### src/rtl/mc_ctrl_pkg.sv
// Shared types and encodings for the multi-cycle MIPS control sequencer.
// Opcode/funct values follow the MIPS32 instruction encoding.
package mc_ctrl_pkg;

  typedef enum logic [2:0] {
    FETCH  = 3'd0,
    DECODE = 3'd1,
    EXEC   = 3'd2,
    MEM    = 3'd3,
    WB     = 3'd4,
    TRAP   = 3'd5
  } state_t;

  localparam logic [5:0] OP_RTYPE = 6'h00;
  localparam logic [5:0] OP_J     = 6'h02;
  localparam logic [5:0] OP_JAL   = 6'h03;
  localparam logic [5:0] OP_BEQ   = 6'h04;
  localparam logic [5:0] OP_BNE   = 6'h05;
  localparam logic [5:0] OP_ADDI  = 6'h08;
  localparam logic [5:0] OP_LW    = 6'h23;
  localparam logic [5:0] OP_SW    = 6'h2B;

  localparam logic [5:0] F_SLL = 6'h00;
  localparam logic [5:0] F_SRL = 6'h02;
  localparam logic [5:0] F_JR  = 6'h08;
  localparam logic [5:0] F_ADD = 6'h20;
  localparam logic [5:0] F_SUB = 6'h22;
  localparam logic [5:0] F_AND = 6'h24;
  localparam logic [5:0] F_OR  = 6'h25;
  localparam logic [5:0] F_SLT = 6'h2A;

  localparam logic [3:0] ALU_AND = 4'b0000;
  localparam logic [3:0] ALU_OR  = 4'b0001;
  localparam logic [3:0] ALU_ADD = 4'b0010;
  localparam logic [3:0] ALU_SUB = 4'b0110;
  localparam logic [3:0] ALU_SLT = 4'b0111;
  localparam logic [3:0] ALU_SLL = 4'b1000;
  localparam logic [3:0] ALU_SRL = 4'b1001;

  typedef struct packed {
    logic       reg_dst;
    logic       alu_src;
    logic       mem_to_reg;
    logic       reg_wr;
    logic       mem_rd;
    logic       mem_wr;
    logic       beq;
    logic       bne;
    logic       jump;
    logic       jal;
    logic       jr;
    logic       sll;
    logic       srl;
    logic [3:0] alusel;
  } ctrl_t;

  // Control-flow instructions resolve in WB without an EXEC cycle.
  function automatic logic skips_exec(ctrl_t c);
    return c.jump | c.jr | c.beq | c.bne;
  endfunction

endpackage

### src/rtl/mc_decode.sv
// Combinational opcode/funct decoder producing the datapath control bundle.
// Unknown encodings raise illegal; the bundle is then don't-care.
module mc_decode
  import mc_ctrl_pkg::*;
(
  input  logic [5:0] opcode,
  input  logic [5:0] funct,
  output ctrl_t      ctrl,
  output logic       illegal
);

  always_comb begin
    ctrl    = '0;
    illegal = 1'b0;
    case (opcode)
      OP_RTYPE: begin
        ctrl.reg_dst = 1'b1;
        ctrl.reg_wr  = 1'b1;
        case (funct)
          F_ADD: ctrl.alusel = ALU_ADD;
          F_SUB: ctrl.alusel = ALU_SUB;
          F_AND: ctrl.alusel = ALU_AND;
          F_OR:  ctrl.alusel = ALU_OR;
          F_SLT: ctrl.alusel = ALU_SLT;
          F_SLL: begin ctrl.alusel = ALU_SLL; ctrl.sll = 1'b1; end
          F_SRL: begin ctrl.alusel = ALU_SRL; ctrl.srl = 1'b1; end
          F_JR:  begin ctrl.alusel = ALU_ADD; ctrl.jr = 1'b1; ctrl.reg_wr = 1'b0; end
          default: illegal = 1'b1;
        endcase
      end
      OP_ADDI: begin
        ctrl.alusel  = ALU_ADD;
        ctrl.alu_src = 1'b1;
        ctrl.reg_wr  = 1'b1;
      end
      OP_LW: begin
        ctrl.alusel     = ALU_ADD;
        ctrl.alu_src    = 1'b1;
        ctrl.mem_to_reg = 1'b1;
        ctrl.mem_rd     = 1'b1;
        ctrl.reg_wr     = 1'b1;
      end
      OP_SW: begin
        ctrl.alusel  = ALU_ADD;
        ctrl.alu_src = 1'b1;
        ctrl.mem_wr  = 1'b1;
      end
      OP_BEQ: begin ctrl.alusel = ALU_SUB; ctrl.beq = 1'b1; end
      OP_BNE: begin ctrl.alusel = ALU_SUB; ctrl.bne = 1'b1; end
      OP_J:   ctrl.jump = 1'b1;
      OP_JAL: begin ctrl.jump = 1'b1; ctrl.jal = 1'b1; ctrl.reg_wr = 1'b1; end
      default: illegal = 1'b1;
    endcase
  end

endmodule

### src/rtl/mc_ctrl.sv
// Multi-cycle sequencer: FETCH/DECODE/EXEC/MEM/WB with memory handshakes,
// wait-state timeout trap and retired-instruction counter.
module mc_ctrl
  import mc_ctrl_pkg::*;
#(
  parameter int TIMEOUT = 16,
  parameter int CNT_W   = 32
) (
  input  logic             clk,
  input  logic             rst,
  input  logic [5:0]       opcode,
  input  logic [5:0]       funct,
  input  logic             alu_zero,
  input  logic             imem_ready,
  input  logic             dmem_ready,
  output logic             imem_req,
  output logic             ir_write,
  output logic             dmem_req,
  output logic             dmem_we,
  output logic             pc_write,
  output logic             reg_write,
  output logic             reg_dst,
  output logic             alu_src,
  output logic             mem_to_reg,
  output logic             pc_src,
  output logic             jump,
  output logic             jal,
  output logic             jr,
  output logic             sll,
  output logic             srl,
  output logic [3:0]       alusel,
  output logic             trap,
  output logic [CNT_W-1:0] retired
);

  localparam int WAIT_W = (TIMEOUT > 1) ? $clog2(TIMEOUT) : 1;
  localparam logic [WAIT_W-1:0] TO_LAST = WAIT_W'(TIMEOUT - 1);

  state_t             state_q, state_d;
  logic [WAIT_W-1:0]  wait_q, wait_d;
  logic [CNT_W-1:0]   retired_q, retired_d;
  ctrl_t              dec_q, dec_d;

  ctrl_t dec_ctrl;
  logic  dec_illegal;

  mc_decode u_decode (
    .opcode  (opcode),
    .funct   (funct),
    .ctrl    (dec_ctrl),
    .illegal (dec_illegal)
  );

  always_comb begin
    state_d   = state_q;
    wait_d    = wait_q;
    retired_d = retired_q;
    dec_d     = dec_q;
    case (state_q)
      FETCH: begin
        if (imem_ready)             state_d = DECODE;
        else if (wait_q == TO_LAST) state_d = TRAP;
        else                        wait_d  = wait_q + WAIT_W'(1);
      end
      DECODE: begin
        if (dec_illegal) begin
          state_d = TRAP;
        end else begin
          dec_d   = dec_ctrl;
          state_d = skips_exec(dec_ctrl) ? WB : EXEC;
        end
      end
      EXEC:   state_d = (dec_q.mem_rd | dec_q.mem_wr) ? MEM : WB;
      // Ready is checked first so a completion on the last allowed cycle wins.
      MEM: begin
        if (dmem_ready)             state_d = WB;
        else if (wait_q == TO_LAST) state_d = TRAP;
        else                        wait_d  = wait_q + WAIT_W'(1);
      end
      WB: begin
        retired_d = retired_q + CNT_W'(1);
        state_d   = FETCH;
      end
      TRAP:    state_d = TRAP;
      default: state_d = TRAP;
    endcase
    if (state_d != state_q) wait_d = '0;
  end

  always_ff @(posedge clk) begin
    if (rst) begin
      state_q   <= FETCH;
      wait_q    <= '0;
      retired_q <= '0;
      dec_q     <= '0;
    end else begin
      state_q   <= state_d;
      wait_q    <= wait_d;
      retired_q <= retired_d;
      dec_q     <= dec_d;
    end
  end

  assign imem_req   = (state_q == FETCH);
  assign ir_write   = (state_q == FETCH) & imem_ready;
  assign dmem_req   = (state_q == MEM);
  assign dmem_we    = (state_q == MEM) & dec_q.mem_wr;
  assign pc_write   = (state_q == WB);
  assign reg_write  = (state_q == WB) & dec_q.reg_wr;
  assign trap       = (state_q == TRAP);
  assign retired    = retired_q;

  assign reg_dst    = dec_q.reg_dst;
  assign alu_src    = dec_q.alu_src;
  assign mem_to_reg = dec_q.mem_to_reg;
  assign jump       = dec_q.jump;
  assign jal        = dec_q.jal;
  assign jr         = dec_q.jr;
  assign sll        = dec_q.sll;
  assign srl        = dec_q.srl;
  assign alusel     = dec_q.alusel;
  assign pc_src     = (dec_q.beq & alu_zero) | (dec_q.bne & ~alu_zero);

endmodule

### config.mk
export PLATFORM = sky130hd
export DESIGN_NAME = mc_ctrl
export DESIGN_NICKNAME = d
export VERILOG_FILES = /design/src/rtl/mc_ctrl_pkg.sv /design/src/rtl/mc_decode.sv /design/src/rtl/mc_ctrl.sv
export SDC_FILE = /design/constraint.sdc
export NUM_CORES = 1
export LEC_CHECK = 0
export ABC_AREA = 1
export BUFFER_PORTS_ARGS = -buffer_cell sky130_fd_sc_hd__buf_4
export CORE_MARGIN = 2
export CORE_UTILIZATION = 58
export CTS_CLUSTER_DIAMETER = 40
export DETAILED_ROUTE_END_ITERATION = 8
export GPL_ROUTABILITY_DRIVEN = 0
export PLACE_DENSITY = 0.93
export SLEW_MARGIN = 20
export SYNTH_ARGS = -nofsm -noshare
export SYNTH_HDL_FRONTEND = slang
export SYNTH_SLANG_ARGS = --single-unit
### constraint.sdc
create_clock -name clk -period 3.9 [get_ports clk]
set_input_delay 0.585 -clock clk [delete_from_list [all_inputs] [get_ports clk]]
set_output_delay 0.585 -clock clk [all_outputs]
set_load 0.01 [all_outputs]
==> results by group <==
Run status
  • Status: finished clean

Yosys
  • Ys async rst share: 0
  • Syn nets: 475
  • Ys Warns: 0
  • Syn Area/Cell: 6.61 um^2
  • Most frequent cells after synthesis: 82 x nand2_1, 69 x inv_1, 68 x nor2_1
  • Sequential cell area fraction in the yosys report: 0.365
  • Yosys cell types: 32
  • Synth area leader: dfxtp_1
  • Cell area after synthesis: 3010 um^2
  • Yosys reg bits: 55
  • Most frequent cell after synthesis: nand2_1
  • Post-synth top area share: 0.365
  • EDFF count, synth: 0
  • Largest cells by area after synthesis: dfxtp_1 37%, nand2_1 10%, inv_1 8.6%, nor2_1 8.5%, a21oi_1 5.5%
  • Predominant post-synthesis flop cell: dfxtp_1
  • Mapped Cells: 456

Cells and area
  • Final instance area: 3620 um^2
  • Layout filler cell count: 426
  • Layout Cells excl Fill: 590
  • Layout cells sized above 1: 0.190
  • P&R area growth vs syn: 20.1%
  • ANT cells: 0
  • Layout net count: 538

GRT
  • Initial antenna violation count: 0
  • Vias in the first global route: 2833
  • Largest net degree at the start of global routing: 32
  • GRT Overall Usage: 0.241
  • Grt total ovfl: 0
  • Global-route wire length before repair: 11900 um

STA
  • Slew Limit Fails: 0
  • Relative slew slack: 0.564
  • FMAX: 0.474 GHz
  • Fin. Hold Viols: 0
  • Fin Setup TNS: 0 ns
  • Clock period minus final worst setup slack: 2.11 ns
  • Worst setup margin: 1.79 ns
  • Final setup fails: 0
  • Slew @ Worst Pin: 0.653 ns
  • RSZ-0062 raised after global routing: false
  • Crit share post-route: 0.541
  • Worst Skew: 0.00569 ns

CTS
  • Clock transition at path regs: 0.09 ns
  • Root buf cell: clkbuf_8
  • CTS tree: built
  • Post-CTS Setup Inserts: 0
  • H-tree depth: 2
  • CTS Buf Count: 5
  • Post-CTS Hold Buffers: 0
  • Num Clock Sinks: 55
  • Clock Latency Late Sink: 0.31 ns
  • Cts repair resizes: 0
  • Maximum root-to-sink buffer count: 2

Detailed routing
  • Initial DRC count: 293
  • WL final: 7100 um
  • WL per Instance: 12.0 um
  • Post-DR vias/cell: 5.33
  • DRT antenna net count: 0
  • Total number of vias: 3146
  • Residual DRC: 0
  • DRT Pass-1 Iters: 5

Die
  • Die Ht: 76.1 um
  • Initial Util: 0.594
  • Rows: 26
  • Die area: 5790 um^2
  • Number of top-level pins: 69
  • Die Wd: 76.1 um
  • Core area: 5070 um^2

Worst setup path
  • Worst setup SP type: flip-flop
  • Critical path class: reg -> reg
  • WP data required: 4.10 ns
  • Worst-path fanout max: 4
  • Crit. End Element: flip-flop
  • Worst EP arrival: 2.31 ns

Place
  • Port Buf Inserts: 68
  • Worst slack at placement: 1.58 ns
  • Detail Placement HPWL: 5340 um
  • Inst Count DP: 582
  • Post-DP Area: 3540 um^2

Power and ir drop
  • Cell Pwr Density: 311 nW/um^2
  • Static leakage: 0.00161 uW
  • Max VDD drop: 0.187 mV

Min path
  • Hold Path Class: reg -> reg

Job
  • Max-cap viol count: 0
## per-layer routing
| metal | up-vias | wire (um) | GRT usage |
|---|---|---|---|
| met5 | - | 0 | 0 |
| met4 | 0 | 95 | 0.0745 |
| met3 | 16 | 469 | 0.0557 |
| met2 | 132 | 3340 | 0.427 |
| met1 | 1412 | 3200 | 0.292 |
| li1 | 1586 | - | - |
## critical path: stages (launching register included)
cell     delay (ns)
dfxtp_1        0.41
ha_1           0.22
nand3_1        0.18
nor2_2         0.23
nand4_1        0.19
nor2_2         0.21
nand2_1        0.16
nor2_2         0.16
nand2_1        0.09
o21ai_1        0.12
a21oi_1        0.06
## sequential cells by signal, summed over array words and instances (netlist names), 3 cells and up
name     count
retired     32
alusel       4
wait_q       4
state_q      3
dec_q        5
## logic make-up (layout without fill, tap and decap cells)
group | count (synthesis) | in the layout | share of synthesized area
and+or+nand+nor | 232 | 232 | 0.348
muxes | 1 | 1 | 0.00374
xor gates and xnor gates | 12 | 12 | 0.0349
DFF | 55 | 55 | 0.365
buffers and inverters | 84 | 148 | 0.114
AOI/OAI and AO/OA | 70 | 70 | 0.126
adders and majority gates | 2 | 2 | 0.00830
## through the flow
step / util / hold WS, ns / power [uW]
after global routing: 0.713 / 0.496 / 1180
after floorplan: - / 0.431 / 758
final: 0.713 / 0.472 / 1120
after CTS: 0.713 / 0.473 / 1120
after global placement: 0.697 / 0.458 / 819
after detailed placement: 0.697 / 0.461 / 826
## placed cells by master (no fill, tap or decap), drive strengths merged
master  count
nand2      85
ha          2
nor2       81
nor3       15
dfxtp      55
nor4        3
nand3      34
mux2        1
a31oi       7
a21oi      33
xor2       11
clkinv      1
o211a       1
a211oi      1
clkbuf      7
xnor2       1
nand3b      6
nand4       7
o21ba       1
o21ai      24
inv        72
or2         1
buf        68
o21a        3
## where the power goes
part	switching [uW]	internal, uW
Combinational	135	83.4
Sequential	19.3	578
Clock	181	127
Total	335	788
## cell type report
cell class                 count  area, um^2  share of cell area
clock inverter                 1        5.00             0.00138
clock buffer                   7        76.3              0.0211
multi-input combinational    317        1570               0.433
inverter                      72         270              0.0747
sequential                    55        1100               0.304
tap                           70        87.6              0.0242
timing repair buffer          68         510               0.141
## path summary, 6_finish.rpt
check,startpoint,end,slack (ns),cells after the start
setup / recovery,retired[0],retired[26],1.79,10
hold / removal,dec_q[9],dec_q[9],0.47,2
setup reg to reg,retired[0],retired[26],1.79,10
hold reg to reg,dec_q[9],dec_q[9],0.47,2
Power figures use the tool's default switching activity.
